$ cat config.mk
export PLATFORM = sky130hd
export DESIGN_NAME = instruction_fetch_unit
export DESIGN_NICKNAME = d
export VERILOG_FILES = /design/src/rtl/instruction_fetch_unit.sv
export SDC_FILE = /design/constraint.sdc
export NUM_CORES = 1
export LEC_CHECK = 0
export BUFFER_PORTS_ARGS = -buffer_cell sky130_fd_sc_hd__buf_4
export CAP_MARGIN = 30
export CORE_MARGIN = 1
export CORE_UTILIZATION = 50
export CTS_CLUSTER_DIAMETER = 60
export CTS_CLUSTER_SIZE = 24
export DETAILED_ROUTE_END_ITERATION = 10
export PLACE_DENSITY = 0.66
export SETUP_SLACK_MARGIN = 0.1
export SKIP_CTS_REPAIR_TIMING = 1
export SLEW_MARGIN = 20
export SYNTH_ARGS = -nofsm -noshare
export SYNTH_HDL_FRONTEND = slang
export SYNTH_SLANG_ARGS = --single-unit
$ cat constraint.sdc
create_clock -name clk_i -period 9.7 [get_ports clk_i]
set_input_delay 0.97 -clock clk_i [delete_from_list [all_inputs] [get_ports clk_i]]
set_output_delay 0.97 -clock clk_i [all_outputs]
set_load 0.02 [all_outputs]
$ cat src/rtl/instruction_fetch_unit.sv
// Instruction fetch unit: owns the PC, drives the combinational instruction
// memory, buffers fetched {pc, instr} pairs in a small prefetch FIFO and
// presents the head to decode through a valid/ready handshake.
module instruction_fetch_unit #(
  parameter logic [31:0] RESET_PC = 32'h0000_0000,
  parameter int unsigned DEPTH    = 4,
  localparam int unsigned PTR_W   = $clog2(DEPTH),
  localparam int unsigned CNT_W   = $clog2(DEPTH) + 1
) (
  input  logic             clk_i,
  input  logic             rst_ni,
  output logic [31:0]      imem_address_o,
  input  logic [31:0]      imem_instruction_i,
  input  logic             fetch_enable_i,
  output logic             instr_valid_o,
  output logic [31:0]      instruction_o,
  output logic [31:0]      instr_pc_o,
  output logic [31:0]      instr_pc_plus4_o,
  input  logic             instr_ready_i,
  input  logic             branch_taken_i,
  input  logic [31:0]      branch_target_i,
  output logic [CNT_W-1:0] fifo_count_o
);

  localparam logic [31:0] WORD_MASK = 32'hFFFF_FFFC;
  localparam logic [31:0] PC_RESET  = RESET_PC & WORD_MASK;

  typedef struct packed {
    logic [31:0] pc;
    logic [31:0] instr;
  } entry_t;

  entry_t             mem_q [DEPTH];

  logic [31:0]        fetch_pc_q, fetch_pc_d;
  logic [PTR_W-1:0]   rd_ptr_q, rd_ptr_d;
  logic [PTR_W-1:0]   wr_ptr_q, wr_ptr_d;
  logic [CNT_W-1:0]   count_q, count_d;
  logic               valid_q, valid_d;
  entry_t             head_q, head_d;
  logic [31:0]        plus4_q, plus4_d;

  logic               pop_c;
  logic               push_c;
  logic               full_c;
  logic               bypass_c;
  entry_t             fetch_entry_c;

  // Handshake qualifiers for this cycle
  always_comb begin
    full_c        = (count_q == CNT_W'(DEPTH));
    pop_c         = valid_q & instr_ready_i;
    push_c        = fetch_enable_i & ~branch_taken_i & (~full_c | pop_c);
    fetch_entry_c = '{pc: fetch_pc_q, instr: imem_instruction_i};
    // Fetched word becomes the new head when nothing older survives this cycle
    bypass_c      = (count_q - CNT_W'(pop_c)) == '0;
  end

  // Next-state for PC, pointers, occupancy and the registered head view
  always_comb begin
    fetch_pc_d = fetch_pc_q;
    rd_ptr_d   = rd_ptr_q;
    wr_ptr_d   = wr_ptr_q;
    count_d    = count_q;
    valid_d    = valid_q;
    head_d     = head_q;
    plus4_d    = plus4_q;

    if (branch_taken_i) begin
      // Redirect flushes everything; head view keeps its last (stale) value
      fetch_pc_d = branch_target_i & WORD_MASK;
      rd_ptr_d   = '0;
      wr_ptr_d   = '0;
      count_d    = '0;
      valid_d    = 1'b0;
    end else begin
      if (push_c) begin
        wr_ptr_d   = wr_ptr_q + PTR_W'(1);
        fetch_pc_d = fetch_pc_q + 32'd4;
      end
      if (pop_c) begin
        rd_ptr_d = rd_ptr_q + PTR_W'(1);
      end
      count_d = count_q + CNT_W'(push_c) - CNT_W'(pop_c);
      valid_d = (count_d != '0);
      if (count_d != '0) begin
        head_d  = bypass_c ? fetch_entry_c : mem_q[rd_ptr_d];
        plus4_d = head_d.pc + 32'd4;
      end
    end
  end

  // Control and head registers, cleared asynchronously
  always_ff @(posedge clk_i or negedge rst_ni) begin
    if (!rst_ni) begin
      fetch_pc_q <= PC_RESET;
      rd_ptr_q   <= '0;
      wr_ptr_q   <= '0;
      count_q    <= '0;
      valid_q    <= 1'b0;
      head_q     <= '0;
      plus4_q    <= 32'd4;
    end else begin
      fetch_pc_q <= fetch_pc_d;
      rd_ptr_q   <= rd_ptr_d;
      wr_ptr_q   <= wr_ptr_d;
      count_q    <= count_d;
      valid_q    <= valid_d;
      head_q     <= head_d;
      plus4_q    <= plus4_d;
    end
  end

  // FIFO storage; contents are don't-care until written, so no reset
  always_ff @(posedge clk_i) begin
    if (push_c) begin
      mem_q[wr_ptr_q] <= fetch_entry_c;
    end
  end

  assign imem_address_o   = fetch_pc_q;
  assign instr_valid_o    = valid_q;
  assign instruction_o    = head_q.instr;
  assign instr_pc_o       = head_q.pc;
  assign instr_pc_plus4_o = plus4_q;
  assign fifo_count_o     = count_q;

endmodule

==> out/qor.csv, run 1 <==
stage,metric,value,unit
status,status,"finished, final reports clean",
logic_synthesis,Synth Cell Area,16800,sq um
critical_path,"most used cell, CP",nand2_1,
critical_path,Worst Setup Path Type,reg2reg,
pwr,Pleak,7.53,nW
final_layout,post-route insts no fill,1883,
critical_path,Buf/Inv on CP,5,
logic_synthesis,Commonest cells post-synth,"edfxtp_1, nand2_1, dfrtp_1",
logic_synthesis,cell accounting for the most synthesized area,edfxtp_1,
die,Starting Density,0.512,
critical_path,CP endpoint,instr_pc_plus4_o[30]$_DFFE_PN0P_,
logic_synthesis,Synth Flop Type,edfxtp_1,
timing,Sum Neg Setup Slack,0,ps
detailed_routing,via count,10800,
run,max_cap viols,0,
logic_synthesis,synth unique cells,76,
placed_design,Cell Count Post-Placement,1823,
die,die area,34300,sq um
timing,max-slew violation count,0,
final_layout,Antenna diodes,0,
pwr,Pwr Density,304,nW/um^2
critical_path,crit path max fanout,88,
logic_synthesis,Avg Inst Size Synth,13.4,sq um
timing,Final Critical Period,5380,ps
critical_path,stages on the worst setup path,19,
critical_path,crit path launch,instr_valid_o$_DFF_PN0_,
timing,fin crit share,0.555,
hold_path,HP Class,in2async,
final_layout,Finished Cell Area,19800,sq um
final_layout,Layout fillers,2591,
clock_network,Clock Latency Late Sink,580,ps
logic_synthesis,number of enable flip-flop cells after synthesis,248,
final_layout,Syn-to-layout area delta,17.8,%
final_layout,multi-input logic area,5650,sq um
global_route,GRT Total Usage,0.235,
timing,slew margin rel.,0.371,
clock_network,clock root buffer,clkbuf_16,
critical_path,CP max-delay cell,dfrtp_1,
placed_design,DP HPWL,24600,um
final_layout,ratio of cells with drive above 1 in the final layout,0.251,
timing,RSZ-0062 raised after global routing,false,
die,core area,32800,sq um
timing,Worst-Margin Slew,943,ps
logic_synthesis,number of synthesized register bits,378,
logic_synthesis,most common cell in the netlist,edfxtp_1,
final_layout,nets,1494,
critical_path,CP Capture Type,register,
critical_path,Reg2Reg Depth,19,
detailed_routing,via/cell ratio,5.76,
clock_network,CTS buffer count,30,
logic_synthesis,warnings from Yosys,0,
global_route,initial antenna violation count,0,
detailed_routing,Residual DRC,0,
die,Die X,185,um
critical_path,WP data required,10160,ps
die,FP Rows,66,
pwr,VDD IR-drop max,0.000223,V
timing,"Setup violations, final",0,
clock_network,CTS tree,built,
placed_design,Placed Area,18500,sq um
critical_path,Reg2Reg Setup Slack,4320,ps
critical_path,reg2reg start,instr_valid_o$_DFF_PN0_,
placed_design,Port-buffer cells,192,
critical_path,slowest cell delay on critical path,650,ps
detailed_routing,Post-Route WL,39700,um
critical_path,Worst path top cell family by delay,simple AND/OR/NAND/NOR gates,
die,Die Ht,185,um
critical_path,CP Launch Type,register,
global_route,pin count of the biggest net entering global routing,100,
logic_synthesis,leading post-synthesis cells by cell area,"edfxtp_1, dfrtp_1, mux4_2, nand2_1, mux2i_1",
critical_path,crit path DAT,5840,ps
clock_network,Max clock buf depth,3,
clock_network,H-tree depth,1,
timing,final setup skew,19.6,ps
detailed_routing,DRT iter0 DRCs,1112,
global_route,first-pass GRT wire length,60700,um
critical_path,reg2reg end,instr_pc_plus4_o[30]$_DFFE_PN0P_,
logic_synthesis,Post-Syn Instances,1248,
critical_path,"Critical Path, Cell by Cell",nand2_1 -> nand3_1 -> nand2_1 -> nor2_1 -> xnor2_1 -> ha_1 -> inv_1 -> fa_1 -> xor2_1 -> xnor2_1 -> a31o_2 -> buf_4 -> clkinv_2 -> buf_4 -> buf_16 -> nand2_1 -> or4_4 -> nor4_4 -> mux2_1,
detailed_routing,Pre-antenna DRT Iters,5,
placed_design,final RePlAce weighted congestion,0.797,
detailed_routing,antenna violation net count after detailed routing,0,
global_route,number of global-route vias before repair,10400,
timing,f_max,0.186,GHz
clock_network,clock-pin slew on the worst setup and hold paths,80,ps
logic_synthesis,sequential area share after synthesis,0.638,
die,# IOs,201,
logic_synthesis,Post-synth ARST share,0.344,
global_route,grt ovf,0,
final_layout,Storage cell area,10700,sq um
clock_network,Clock Sinks,378,
timing,final hold vios,0,
logic_synthesis,post-synth top area share,0.444,
detailed_routing,wire length per cell,21.1,um
## worst min-delay path by stage
stage	start	to	slack, ps	depth (start not counted)
after floorplan	instr_pc_plus4_o[2]$_DFFE_PN1P_	instr_pc_plus4_o[2]$_DFFE_PN1P_	540	1
after global placement	instr_pc_o[7]$_DFFE_PN0P_	instr_pc_o[7]$_DFFE_PN0P_	460	2
after detailed placement	instr_pc_o[6]$_DFFE_PN0P_	instr_pc_o[6]$_DFFE_PN0P_	470	2
after CTS	rst_ni	instr_pc_o[8]$_DFFE_PN0P_	420	1
after global routing	rst_ni	instr_pc_plus4_o[7]$_DFFE_PN0P_	440	1
final	rst_ni	instr_pc_plus4_o[11]$_DFFE_PN0P_	390	1
## routing by layer
layer	routed length, um	share of wire	vias to the layer above	GRT usage
met3	3310	0.083	55	0.0387
met2	17800	0.45	418	0.354
met5	0	0	-	0
met1	17900	0.45	5395	0.357
li1	-	-	4970	-
met4	655	0.016	0	0.0545
## power breakdown
group | leakage (nW) | switching [mW] | internal [mW]
Sequential | 3.82 | 0.207 | 2.02
Clock | 0.540 | 0.641 | 0.724
Combinational | 3.18 | 1.48 | 0.939
## metrics by stage
stage / util / power (mW) / worst slack [ps] / hold WS (ps)
after floorplan: - / 3.86 / 5020 / 545
after global placement: 0.564 / 4.62 / 3780 / 462
after detailed placement: 0.566 / 4.67 / 3680 / 467
after CTS: 0.600 / 6.03 / 4110 / 418
after global routing: 0.603 / 6.36 / 3930 / 440
final: 0.603 / 6.02 / 4320 / 388
## placed cells by master (no fill, tap or decap), drive strengths merged, types with 18 or more instances in the layout
| cell | instances |
|---|---|
| inv | 23 |
| and3 | 18 |
| mux4 | 59 |
| edfxtp | 248 |
| nand3 | 30 |
| buf | 213 |
| a31oi | 35 |
| dfrtp | 129 |
| xnor2 | 28 |
| nand2 | 213 |
| xor2 | 22 |
| nor2 | 94 |
| clkbuf | 31 |
| mux2i | 43 |
| o21ai | 70 |
## cell families (layout without fill, tap and decap cells)
group / Yosys count / after routing / synth area share
DFF: 378 / 378 / 0.638
adders and majority gates: 8 / 8 / 0.00641
other: 1 / 6 / 0.000224
muxes: 112 / 112 / 0.112
buffers and inverters: 92 / 280 / 0.0290
and+or+nand+nor: 425 / 425 / 0.114
xor gates and xnor gates: 50 / 50 / 0.0266
AOI/OAI and AO/OA: 182 / 182 / 0.0738
## flip-flops by register name (all words and copies together), names as in the netlist
signal / cells
fifo_count_o: 3
imem_address_o: 30
instr_pc_o: 30
instr_pc_plus4_o: 30
instr_valid_o: 1
instruction_o: 32
mem_q: 248
rd_ptr_q: 2
wr_ptr_q: 2
## cell type report
| class | count | share of cell area |
|---|---|---|
| Timing Repair Buffer | 213 | 0.0859 |
| Inverter | 11 | 0.00215 |
| Sequential cell | 378 | 0.542 |
| Clock buffer | 31 | 0.0393 |
| Clock inverter | 25 | 0.0173 |
| Tap cell | 442 | 0.0280 |
| Multi-Input combinational cell | 783 | 0.286 |
Power figures use the tool's default switching activity.
==> run 2: changes to the inputs <==
Settings changed: PLACE_DENSITY 0.66 to 0.69.
Clock period 9.7 ns to 4.9 ns, I/O delays scaled along.
==> run 2 against run 1 <==
  * The flow now finishes with violations (hold timing)
  * Setup slack got worse by 3700 ps
  * Combinational power up 100%
  * Routed wire length is 0.42% higher
  * Sequential power up 98%
  * Cell count rose by 0.32%
  * Clock-buffer cell count rose by 2
  * Critical endpoint is now instr_pc_plus4_o[29]$_DFFE_PN0P_
  * Sequential share of layout area grew 0.22 points
  * First-iteration DRC count fell by 10%
  * Register-to-register slack worse by 3700 ps
==> out/qor.csv, run 2 (same netlist as run 1, synthesis figures left out) <==
stage,metric,value,unit
global_route,initial antenna violation count,0,
clock_network,Clock Latency Late Sink,560,ps
final_layout,flip-flop count of the largest register after layout,248,
die,core area,32800,sq um
clock_network,CTS buffer count,28,
global_route,GRT Total Usage,0.238,
detailed_routing,via/cell ratio,5.75,
timing,fin crit share,0.869,
pwr,Pwr Density,593,nW/um^2
placed_design,DP HPWL,25700,um
critical_path,"Critical Path, Cell by Cell",nand2_1 -> nand3_1 -> nand2_1 -> nor2_1 -> xnor2_1 -> ha_1 -> inv_1 -> fa_1 -> xor2_1 -> xnor2_1 -> a31o_2 -> buf_4 -> nor2_1 -> a22o_1 -> a21oi_1 -> nand3_1,
critical_path,Buf/Inv on CP,2,
status,status,"finished, violations left",
global_route,grt ovf,0,
pwr,VDD IR-drop max,0.000338,V
placed_design,Placed Area,18600,sq um
timing,final hold vios,16,
timing,final setup skew,26.8,ps
final_layout,Finished Cell Area,19700,sq um
timing,worst hold slack,-26.7,ps
critical_path,reg2reg end,instr_pc_plus4_o[29]$_DFFE_PN0P_,
critical_path,Reg2Reg Setup Slack,640,ps
die,Starting Density,0.512,
clock_network,Max clock buf depth,3,
timing,max-slew violation count,0,
clock_network,clock-pin slew on the worst setup and hold paths,80,ps
critical_path,Reg2Reg Depth,16,
critical_path,CP Capture Type,register,
critical_path,Worst Setup Path Type,reg2reg,
detailed_routing,Post-Route WL,39900,um
clock_network,Clock Sinks,378,
clock_network,clock root buffer,clkbuf_16,
clock_network,H-tree depth,1,
die,die area,34300,sq um
critical_path,CP Launch Type,register,
clock_network,CTS tree,built,
critical_path,crit path max fanout,87,
placed_design,Port-buffer cells,192,
final_layout,Syn-to-layout area delta,17.3,%
timing,Sum Neg Setup Slack,0,ps
final_layout,Antenna diodes,0,
hold_path,HP Class,in2async,
detailed_routing,Residual DRC,0,
run,max_cap viols,0,
timing,f_max,0.235,GHz
global_route,number of global-route vias before repair,10700,
timing,Worst-Margin Slew,944,ps
critical_path,slowest cell delay on critical path,710,ps
die,FP Rows,66,
global_route,pin count of the biggest net entering global routing,99,
critical_path,CP max-delay cell,dfrtp_1,
timing,Final Critical Period,4260,ps
die,Die Ht,185,um
die,Die X,185,um
die,# IOs,201,
timing,"Setup violations, final",0,
critical_path,stages on the worst setup path,16,
final_layout,ratio of cells with drive above 1 in the final layout,0.253,
detailed_routing,wire length per cell,21.1,um
final_layout,"most common cell after layout, fill and taps aside",edfxtp_1,
detailed_routing,Pre-antenna DRT Iters,5,
timing,RSZ-0062 raised after global routing,false,
final_layout,nets,1502,
final_layout,Layout fillers,2565,
global_route,first-pass GRT wire length,61800,um
pwr,Pleak,7.53,nW
timing,slew margin rel.,0.371,
detailed_routing,DRT iter0 DRCs,998,
critical_path,Worst path top cell family by delay,simple AND/OR/NAND/NOR gates,
placed_design,final RePlAce weighted congestion,0.783,
detailed_routing,antenna violation net count after detailed routing,0,
critical_path,reg2reg start,instr_valid_o$_DFF_PN0_,
detailed_routing,via count,10900,
final_layout,Biggest register,mem_q,
critical_path,crit path launch,instr_valid_o$_DFF_PN0_,
status,violated checks,hold timing,
final_layout,"commonest non-fill, non-tap cells in the layout","edfxtp_1, buf_4, nand2_1, dfrtp_1, nor2_1",
critical_path,crit path DAT,4670,ps
critical_path,WP data required,5320,ps
==> run 2: where the power goes <==
group | internal [mW] | total (mW) | switching [mW] | leakage, nW
Clock | 1.23 | 2.43 | 1.20 | 0.491
Sequential | 4.00 | 4.42 | 0.417 | 3.82
Combinational | 1.90 | 4.83 | 2.92 | 3.22
==> run 2: through the flow <==
stage                     setup slack, ps  hold WS (ps)  cells  utilization  power [mW]
after floorplan                       651           194   1253            -        7.63
after global placement                685           462   1835        0.569        9.20
after detailed placement              606           466   1835        0.569        9.30
after CTS                             584          5.07   1887        0.599        11.7
after global routing                  340          26.3   1889        0.600        12.4
final                                 644         -26.7   1889        0.600        11.7
==> run 2: worst reg2reg max path, delay by kind of cell, from the launching register on <==
family	cells	cell delay (ps)
and+or+nand+nor	6	1050
AOI/OAI and AO/OA	3	610
buffers and inverters	2	700
xor gates and xnor gates	3	520
DFF	1	710
adders and majority gates	2	530
==> run 2: worst max-delay path by stage <==
| stage | to | slack [ps] |
|---|---|---|
| floorplan | instr_pc_plus4_o[30]$_DFFE_PN0P_ | 650 |
| global placement | instr_pc_plus4_o[30]$_DFFE_PN0P_ | 680 |
| detailed placement | instr_pc_plus4_o[30]$_DFFE_PN0P_ | 610 |
| CTS | instr_pc_plus4_o[30]$_DFFE_PN0P_ | 580 |
| global route | instr_pc_plus4_o[29]$_DFFE_PN0P_ | 340 |
| finish | instr_pc_plus4_o[29]$_DFFE_PN0P_ | 640 |
==> run 2: area by class of cell <==
type                       count  area (sq um)  share of cell area
sequential                   378         10700               0.544
timing repair buffer         223          1760              0.0892
tap                          442           553              0.0281
clock buffer                  33           762              0.0387
clock inverter                19           219              0.0111
multi-input combinational    783          5650               0.287
inverter                      11          42.5             0.00216
==> run 2: routing by layer <==
layer	vias to the layer above	global-route usage	wire (um)
met2	413	0.374	18400
met1	5415	0.353	17800
met5	-	0	0
met4	0	0.0516	610
met3	50	0.0360	3080
li1	4986	-	-
